File: src/rtl/key_mode_ctrl.sv
// key_mode_ctrl: debounced push button; short press advances the LED mode, long press steps the LED group mask.
module key_mode_ctrl #(
    parameter int DEB_CYCLES  = 12,
    parameter int LONG_CYCLES = 600,
    parameter int NUM_MODES   = 5
) (
    input  logic       clk,
    input  logic       rst_n,
    input  logic       key_n,
    output logic [2:0] mode,
    output logic [7:0] led_select,
    output logic       mode_changed,
    output logic       long_press
);
    localparam int DW = $clog2(DEB_CYCLES + 1);
    localparam int HW = $clog2(LONG_CYCLES + 1);
    typedef enum logic [2:0] {IDLE, DEB_PRESS, PRESSED, LONG_HELD, DEB_RELEASE} state_t;
    state_t state;
    logic sync0, key_s, is_long, deb_done, hold_done;
    logic [DW-1:0] deb_cnt, deb_inc;
    logic [HW-1:0] hold_cnt, hold_inc;
    logic [2:0] mode_nxt;
    logic [7:0] led_nxt;
    // The cycle that first sees the new key level counts as the first stable cycle,
    // so the debounce state itself needs DEB_CYCLES-1 further stable cycles.
    always_comb begin
        deb_inc   = (deb_cnt == DW'(DEB_CYCLES)) ? deb_cnt : deb_cnt + 1'b1;
        deb_done  = deb_inc >= DW'(DEB_CYCLES - 1);
        hold_inc  = (hold_cnt == HW'(LONG_CYCLES)) ? hold_cnt : hold_cnt + 1'b1;
        hold_done = hold_inc >= HW'(LONG_CYCLES);
        mode_nxt  = (mode >= 3'(NUM_MODES - 1)) ? 3'd0 : mode + 3'd1;
        led_nxt   = (led_select == 8'hFF) ? 8'h01 :
                    ($onehot(led_select) && led_select != 8'h80) ? {led_select[6:0], 1'b0} : 8'hFF;
    end
    always_ff @(posedge clk) begin
        if (!rst_n) begin
            state        <= IDLE;
            sync0        <= 1'b1;
            key_s        <= 1'b1;
            is_long      <= 1'b0;
            deb_cnt      <= '0;
            hold_cnt     <= '0;
            mode         <= 3'd0;
            led_select   <= 8'hFF;
            mode_changed <= 1'b0;
            long_press   <= 1'b0;
        end else begin
            sync0        <= key_n;
            key_s        <= sync0;
            mode_changed <= 1'b0;
            long_press   <= 1'b0;
            case (state)
                IDLE: if (!key_s) begin
                    state   <= DEB_PRESS;
                    deb_cnt <= '0;
                end
                DEB_PRESS: if (key_s) state <= IDLE;
                else begin
                    deb_cnt <= deb_inc;
                    if (deb_done) begin
                        state    <= PRESSED;
                        hold_cnt <= '0;
                        is_long  <= 1'b0;
                    end
                end
                PRESSED: if (key_s) begin
                    state   <= DEB_RELEASE;
                    deb_cnt <= '0;
                end else begin
                    hold_cnt <= hold_inc;
                    if (hold_done) begin
                        state      <= LONG_HELD;
                        is_long    <= 1'b1;
                        long_press <= 1'b1;
                        led_select <= led_nxt;
                    end
                end
                LONG_HELD: if (key_s) begin
                    state   <= DEB_RELEASE;
                    deb_cnt <= '0;
                end
                DEB_RELEASE: if (!key_s) state <= is_long ? LONG_HELD : PRESSED;
                else begin
                    deb_cnt <= deb_inc;
                    if (deb_done) begin
                        state <= IDLE;
                        if (!is_long) begin
                            mode         <= mode_nxt;
                            mode_changed <= 1'b1;
                        end
                    end
                end
                default: state <= IDLE;
            endcase
        end
    end
endmodule

File: config.mk
export PLATFORM = sky130hd
export DESIGN_NAME = key_mode_ctrl
export DESIGN_NICKNAME = d
export VERILOG_FILES = /design/src/rtl/key_mode_ctrl.sv
export SDC_FILE = /design/constraint.sdc
export NUM_CORES = 1
export LEC_CHECK = 0
export ABC_AREA = 1
export BUFFER_PORTS_ARGS = -buffer_cell sky130_fd_sc_hd__buf_2
export CORE_MARGIN = 4
export CORE_UTILIZATION = 35
export CTS_BUF_LIST = sky130_fd_sc_hd__clkbuf_4 sky130_fd_sc_hd__clkbuf_8 sky130_fd_sc_hd__clkbuf_16
export CTS_CLUSTER_DIAMETER = 150
export DETAILED_ROUTE_END_ITERATION = 8
export PLACE_DENSITY = 0.51
export SLEW_MARGIN = 20
export SYNTH_ARGS = -nofsm -noshare
export SYNTH_HDL_FRONTEND = slang
export SYNTH_SLANG_ARGS = --single-unit
File: constraint.sdc
create_clock -name clk -period 6.19 [get_ports clk]
set_clock_uncertainty 0.15 [all_clocks]
set_input_delay 0.9285 -clock clk [delete_from_list [all_inputs] [get_ports clk]]
set_output_delay 0.9285 -clock clk [all_outputs]
set_load 0.01 [all_outputs]
# Word level (Yosys, flattened, before mapping)
# Cells that the tools add are included.
[classes]
n_mul = 0
n_div = 0
n_shift = 0
n_reduce_logical = 13
n_eq_ne = 20
bitwise = 4
n_lt_le_gt_ge = 3
muxes = 31
add_sub_neg = 10
[op_table]
columns = ["op", "n"]
rows = [
  ["$mux 10", 4],
  ["$mux 3", 9],
  ["$mux 4", 5],
  ["$pmux 10 s2", 1],
  ["$mux 8", 2],
  ["$pmux 4 s4", 1],
  ["$pmux 3 s5", 1],
  ["$reduce_and 5->1", 3],
  ["$ne 2x2->1 const B", 7],
  ["$reduce_and 4->1", 3],
  ["$add 10x1->10 const B", 1],
  ["$eq 10x10->1 const B", 1],
  ["$ge 10x10->1 const B", 1],
  ["$ne 3x3->1 const B", 3],
  ["$add 1x1->2", 4],
  ["$eq 8x8->1 const B", 1],
  ["$ne 8x8->1 const B", 1],
  ["$mux 1", 7],
  ["$add 2x2->3", 2],
  ["$eq 3x2->1 const B", 2],
  ["$add 3x3->4", 1],
  ["$add 4x1->4 const B", 1],
  ["$eq 4x1->1 const B", 1],
  ["$eq 4x4->1 const B", 1],
  ["15 further kinds", 18],
]
[word_totals]
mem_bits_rw = 0
in_bits = 3
latchBits = 0
mem_bits_ro = 0
n_memories = 0
elab_cells = 91
ff_bits = 33
out_inout_bits = 13

# Logic depth before layout (Yosys ltp)
# Gate-level depths: netlist (run 1).
[logic_depth]
word_depth = 7
depth_mapped = 15
mapped_depth_nobuf = 15

# Least setup slack after synthesis (run 1)
# OpenSTA, ideal clock, no wires.
[synth_path]
path_kind = "reg2reg"
start = "register led_select[0]"
end = "register led_select[0]"
required_ns = 5.914
synth_period_minus_slack_ns = 3.452
setup_time_ns = 0.126
arrival_time_ns = 3.175
slack_ns = 2.738
path_stages_with_launch = 14
path_buffers = 0
cell_sequence = "dfxtp_1 -> inv_1 -> fa_1 -> fa_1 -> fa_1 -> inv_1 -> ha_1 -> inv_1 -> fa_1 -> a211o_1 -> nand2_1 -> nand3_1 -> nor2_1 -> o211ai_1"
[synth_via]
elab_chain_cells = 7
elab_cells_between_ends = 9
cone_classes = "add/sub: 3; eq/ne: 3; mux: 2; reduce/logical: 1"
[synth_rtl]
columns = ["element", "line", "source"]
rows = [
  ["from (decl)", "11", "output logic [7:0] led_select,"],
  ["from (signal assigned)", "75", "led_select <= led_nxt;"],
  ["$add 1x1->2 (not written as such)", "33", "($onehot(led_select) && led_select != 8'h80) ? {led_select[6:0], 1'b0} : 8'hFF;"],
  ["$add 2x2->3 (not written as such)", "33", ""],
  ["$add 3x3->4 (not written as such)", "33", ""],
  ["$eq 4x1->1", "33", ""],
  ["$logic_and 1x1->1", "33", ""],
  ["$mux 8", "33", ""],
  ["$mux 8 *", "32", "led_nxt = (led_select == 8'hFF) ? 8'h01 :"],
]
# Every way passes the cells marked *; elsewhere a longest branch is shown, timed or not.
# A chain may end at the register's enable or synchronous reset.

# Worst setup path in the final report (run 1)
[layout_path]
start = "register led_select[0]"
end = "register led_select[1]"
# Same word-level chain as after synthesis.

==> flow_summary.ini, run 1 <==
[cells_and_area]
area_delta_synth_final_pct = 13.0
share_of_final_layout_standard_cells_stronger_than_drive_strength_1 = 0.113
final-instance-count-excl-fill = 364
design.final.nets = 310
diodes = 0
utilization = 0.406

[die]
core-area_mm2 = 0.00551
dieHeight_um = 83.1
fp.dieArea_mm2 = 0.00691
design.portCount = 16
std_cell_rows = 27
starting_density_of_the_core = 0.359
die-width_um = 83.1

[synthesis]
synth_largest_type_area_fraction = 0.334
post_synth_num_cell_types = 36
yosysSeqAreaShare = 0.334
yosys_warnings = 0
synthesis.area_per_instance_um2 = 7.21
syn_area_mm2 = 0.00198
post_synth_inst_count = 274
yosys.area.top_type = sky130_fd_sc_hd__dfxtp_1
synthTopCellsByArea = sky130_fd_sc_hd__dfxtp_1 (33%), sky130_fd_sc_hd__nand2_1 (12%), sky130_fd_sc_hd__ha_1 (7.6%)
synth_fp_nets = 293
ys_seq_elements = 33

[place]
pre_cts_setup_slack_ns = 2.55
dpl.hpwl_mm = 2.98
gp_routability_congestion = 0.764
io_buffer_count = 15
place_inst = 356

[cts]
htreeDepth = 2
postCtsSetupRepairBufs = 0
clkTransAtPathRegs_ns = 0.07
clock-sinks = 33
cts_hold_repair.buffers = 0
cts-resized-gates = 0
clk_path_buf_depth = 2
inserted_clock_buffers = 5
clockRootBuffer = sky130_fd_sc_hd__clkbuf_8
cts_tree = yes
clk-insertion-delay-late_ns = 0.28

[worst_setup_path]
critical_path_startpoint_category = register
critical_path_peak_fanout = 8
crit_path_frequent_cell = sky130_fd_sc_hd__fa_1
cp_data_arrival_time_ns = 3.60
crit_end_element = register
cpMaxStageDelayCell = sky130_fd_sc_hd__fa_1
worst_path_cell_chain = inv_1 -> fa_1 -> fa_1 -> fa_1 -> inv_1 -> ha_1 -> inv_1 -> fa_1 -> a211o_1 -> nand2_1 -> nand3_1 -> nor2_1 -> o31ai_1
worstPathRequired_ns = 6.18
worst_path_max_stage_delay_ns = 0.56
critPathKind = reg -> reg

[global_routing]
maximum_number_of_pins_on_one_net_before_global_route_repair = 25
first_global_vias = 1607
initial_antenna_violation_count = 0
grt_pass1_wl_mm = 7.19
grt.overflow.total = 0
groute.usage.overall = 0.124

[power_and_ir_drop]
static-leakage-power_nw = 1.01
power.share.switching = 0.305
total_power_mw = 0.604
power.share.clock = 0.350
power.share.combinational = 0.232
internal_power_mw = 0.420
power-per-cell-area_mw_per_mm2 = 270
p_seq_frac = 0.418
total_switching_power_mw = 0.184
ir_drop_mv = 0.174

[worst_hold_path]
hold_path.class = reg -> reg

[drt]
vias_per_cell = 4.68
remaining_drc_errors = 0
detailedRoute.firstPassIterationCount = 4
post_drt_wl_per_cell_um = 11.1
detailroute.via_count = 1702
drt_iter0_drc = 54
drtAntennaViolNets = 0
finalWirelength_mm = 4.05

[timing]
timing.final.crit_share = 0.583
final.setup.tns_ns = 0
final_critical_path_setup_slack_ns = 2.58
drv_slew = 0
setup-violations-final = 0
setup_repair_after_global_routing_missed_its_margin = false
maxSlewHeadroom = 0.370
fmaxAchievable_mhz = 277
worst_slew_pin_slew_ns = 0.942
post-route-min-period_ns = 3.61
hold_viol = 0

[run_status]
outcome = finished, final reports clean

[job]
cap_viol_max_count = 0
## area by class of cell
cell class              instances  area [um2]
multi-input cells             196        1140
inverters                      40         150
flip-flops and latches         33         661
fillers                       576        3270
clock buffers                   7        90.1
well taps                      72        90.1
clock inverters                 1        30.0
repair buffers                 15        75.1
## cell usage in the layout, fill, tap and decap left out, drive strengths merged, types with 4 or more instances in the layout
master,synthesis,layout
o31ai,8,8
inv,38,38
ha,12,12
buf,2,15
a21oi,28,28
nor2,29,29
nand2,63,63
o21ai,9,9
nor3,4,4
clkbuf,3,7
fa,4,4
xor2,4,4
nand3,17,17
nand4,4,4
dfxtp,33,33
## cell usage after synthesis (all sizes together)
library cell	count
nand3b	2
xor2	4
and2	1
inv	38
ha	12
o211a	1
clkbuf	3
xnor2	1
o211ai	1
nand4	4
nor3b	1
buf	2
a211o	1
nor3	4
nand2	63
nor2	29
nor4	2
o31ai	8
a21oi	28
o21bai	1
clkinv	2
dfxtp	33
or2	2
o21ai	9
fa	4
a311oi	1
nand3	17
## power by group through the flow
stage / registers (mW) / clock network (mW) / logic, mW
finish: 0.252 / 0.211 / 0.140
global route: 0.255 / 0.228 / 0.165
CTS: 0.252 / 0.219 / 0.141
detailed placement: 0.257 / 0 / 0.141
floorplan: 0.252 / 0 / 0.117
global placement: 0.257 / 0 / 0.142
## routing by layer
layer  part of all wire  vias up  wire, um  GRT usage
met5                  0        -         0          0
met3              0.026        5       104     0.0298
met4              0.011        0        44     0.0357
met2               0.46       20      1840      0.201
li1                   -      921         -          -
met1               0.51      756      2060      0.164
## sequential cells by signal (all words and copies together), names as in the netlist, 3 cells and up
name and cells:
led_select 8, mode 3, state 3, deb_cnt 4, hold_cnt 10
## final timing paths
kind | start | to | slack, ns | depth (start not counted)
max | led_select[0] | led_select[1] | 2.58 | 13
min | sync0 | key_s | 0.26 | 1
max reg2reg | led_select[0] | led_select[1] | 2.58 | 13
min reg2reg | sync0 | key_s | 0.26 | 1
## per-stage QoR
step | cell area [um2] | hold WS (ns)
after floorplan | 1980 | 0.243
after global routing | 2230 | 0.274
after CTS | 2230 | 0.265
after global placement | 2110 | 0.248
after detailed placement | 2110 | 0.248
final | 2230 | 0.264
## critical path: cells and delay by family, from the launching register on
kind                       cells  cell delay, ns
AOI/OAI and AO/OA              2            0.32
adders and majority gates      5            1.94
buffers and inverters          3            0.22
DFF                            1            0.39
and+or+nand+nor                3            0.44
## cell families after synthesis
family,synth area share
AND/OR/NAND/NOR,0.288
buffers and inverters,0.0899
AO/OA/AOI/OAI,0.146
adder cells (fa/ha/maj),0.117
XOR/XNOR,0.0260
flip-flops,0.334
(Power assumes the default switching activity.)
==> run 2, diff against run 1 <==
--- a/config.mk
+++ b/config.mk
@@ -12,7 +12,7 @@
 export CTS_BUF_LIST = sky130_fd_sc_hd__clkbuf_4 sky130_fd_sc_hd__clkbuf_8 sky130_fd_sc_hd__clkbuf_16
 export CTS_CLUSTER_DIAMETER = 150
 export DETAILED_ROUTE_END_ITERATION = 8
-export PLACE_DENSITY = 0.51
+export PLACE_DENSITY = 0.53
 export SLEW_MARGIN = 20
 export SYNTH_ARGS = -nofsm -noshare
 export SYNTH_HDL_FRONTEND = slang
==> constraint.sdc (replaced) <==
create_clock -name clk -period 3 [get_ports clk]
set_clock_uncertainty 0.15 [all_clocks]
set_input_delay 0.45 -clock clk [delete_from_list [all_inputs] [get_ports clk]]
set_output_delay 0.45 -clock clk [all_outputs]
set_load 0.01 [all_outputs]
==> flow_summary.ini, run 2 (same netlist as run 1, synthesis figures left out) <==
[cts]
clockRootBuffer = sky130_fd_sc_hd__clkbuf_8
clkTransAtPathRegs_ns = 0.07
clock-sinks = 33
clk_path_buf_depth = 2
cts_tree = yes
inserted_clock_buffers = 5
clk-insertion-delay-late_ns = 0.28
cts_hold_repair.buffers = 0
htreeDepth = 2

[drt]
detailedRoute.firstPassIterationCount = 4
met2_wirelength_mm = 1.91
detailroute.via_count = 1771
post_drt_wl_per_cell_um = 11.1
wl_met1_mm = 2.03
wl_met3_um = 170
remaining_drc_errors = 0
finalWirelength_mm = 4.17
vias_per_cell = 4.74
drt_iter0_drc = 71
drtAntennaViolNets = 0
maxUsedRoutingLayer = met4

[global_routing]
first_global_vias = 1633
grt.overflow.total = 0
grt_pass1_wl_mm = 7.39
initial_antenna_violation_count = 0
groute.usage.overall = 0.129
maximum_number_of_pins_on_one_net_before_global_route_repair = 25

[cells_and_area]
mostFrequentLayoutCell = sky130_fd_sc_hd__nand2_1
area_delta_synth_final_pct = 18.4
top_register = hold_cnt
total_of_fill_cells_in_the_finished_design = 571
largest_reg_flops = 10
stdcell_area_mm2 = 0.00234
design.final.nets = 320
leading_registers_by_flop_count = hold_cnt: 10 flops, led_select: 8 flops, deb_cnt: 4 flops
diodes = 0
final-instance-count-excl-fill = 374
layout.cells.most_common_list = sky130_fd_sc_hd__nand2_1 (61), sky130_fd_sc_hd__inv_1 (36), sky130_fd_sc_hd__dfxtp_1 (30)
share_of_final_layout_standard_cells_stronger_than_drive_strength_1 = 0.185
utilization = 0.425

[timing]
maxSlewHeadroom = 0.450
drv_slew = 0
timing.final.crit_share = 1.15
fmaxAchievable_mhz = 291
post-route-min-period_ns = 3.44
hold_viol = 0
holdWs_ns = 0.195
worst_slew_pin_slew_ns = 0.818
setup-violations-final = 8
final_critical_path_setup_slack_ns = -0.435
setup_repair_after_global_routing_missed_its_margin = true

[place]
postPlaceCellArea_mm2 = 0.00219
gp_routability_congestion = 0.774
place_inst = 365
pre_cts_setup_slack_ns = -0.443
io_buffer_count = 15
dpl.hpwl_mm = 3.04

[worst_setup_path]
worst_path_max_stage_delay_ns = 0.54
r2r_slack_ns = -0.44
regToRegEndpoint = led_select[7]
critical_path_startpoint_category = register
cp_data_arrival_time_ns = 3.43
worstPathRequired_ns = 2.99
crit_path_frequent_cell = sky130_fd_sc_hd__fa_1
critPathKind = reg -> reg
ff2ff_path_depth = 12
critical_path_peak_fanout = 8
rr_startpoint = led_select[0]
crit_end_element = register
cpMaxStageDelayCell = sky130_fd_sc_hd__fa_1
worst_path_cell_chain = inv_2 -> fa_1 -> fa_1 -> fa_1 -> inv_1 -> ha_2 -> inv_2 -> fa_2 -> o211a_1 -> nand3_4 -> nor2_1 -> o31ai_1

[die]
dieHeight_um = 83.1
starting_density_of_the_core = 0.359
std_cell_rows = 27
die-width_um = 83.1
fp.dieArea_mm2 = 0.00691
design.portCount = 16
core-area_mm2 = 0.00551

[worst_hold_path]
hold_path.startpoint = key_n
hold-path-endpoint = sync0
worst_hold_path.num_cells = 2
hold_path.class = in -> reg

[run_status]
failed_checks = setup timing
outcome = complete, but fails checks

[power_and_ir_drop]
ir_drop_mv = 0.397
power-per-cell-area_mw_per_mm2 = 527
static-leakage-power_nw = 1.04

[job]
cap_viol_max_count = 0
## run 2: power breakdown
part	total, mW	internal, mW	switching (mW)	leakage [nW]
registers	0.519	0.480	0.0394	0.267
clock network	0.419	0.254	0.165	0.0563
logic	0.294	0.105	0.189	0.714
total	1.23	0.839	0.393	1.04
## run 2: worst max-delay path by stage
stage | depth (start not counted) | to | slack [ns] | start
6_report | 12 | led_select[7] | -0.44 | led_select[0]
5_1_grt | 12 | led_select[1] | -0.60 | led_select[0]
4_1_cts | 13 | led_select[3] | -0.40 | led_select[0]
3_5_place_dp | 13 | led_select[3] | -0.44 | led_select[0]
3_3_place_gp | 13 | led_select[4] | -0.37 | led_select[0]
2_1_floorplan | 13 | led_select[3] | -0.28 | led_select[0]
## run 2: stage by stage
step / total power, mW / setup TNS [ns]
global route: 1.33 / -4.69
global placement: 0.823 / -2.90
floorplan: 0.760 / -2.21
CTS: 1.25 / -3.13
finish: 1.23 / -3.39
detailed placement: 0.822 / -3.46
## run 2: critical path, delay by kind of cell (launching register included)
kind | cells | cell delay (ns)
flip-flops | 1 | 0.35
buffers and inverters | 3 | 0.15
AO/OA/AOI/OAI | 2 | 0.24
adder cells (fa/ha/maj) | 5 | 2.13
AND/OR/NAND/NOR | 2 | 0.28
## run 2: timing repair
item / 4_1_cts / 5_1_grt
pin swaps: 0 / 9
gates resized for setup: 2 / 8
buffers inserted: 0 / 1
endpoints found under the setup margin: 8 / 8
## run 2: routing by layer
layer | up-vias | track usage
met3 | 5 | 0.0407
met2 | 26 | 0.204
met4 | 0 | 0.0357
li1 | 940 | -
met1 | 800 | 0.169
met5 | - | 0
## run 2: final cells by class
class | count | area, um2 | share of cell area
Tap cell | 72 | 90.1 | 0.0385
Sequential cell | 33 | 669 | 0.286
Timing Repair Buffer | 25 | 150 | 0.0642
Clock inverter | 2 | 33.8 | 0.0144
Inverter | 40 | 150 | 0.0642
Multi-Input combinational cell | 196 | 1170 | 0.500
Clock buffer | 6 | 76.3 | 0.0326
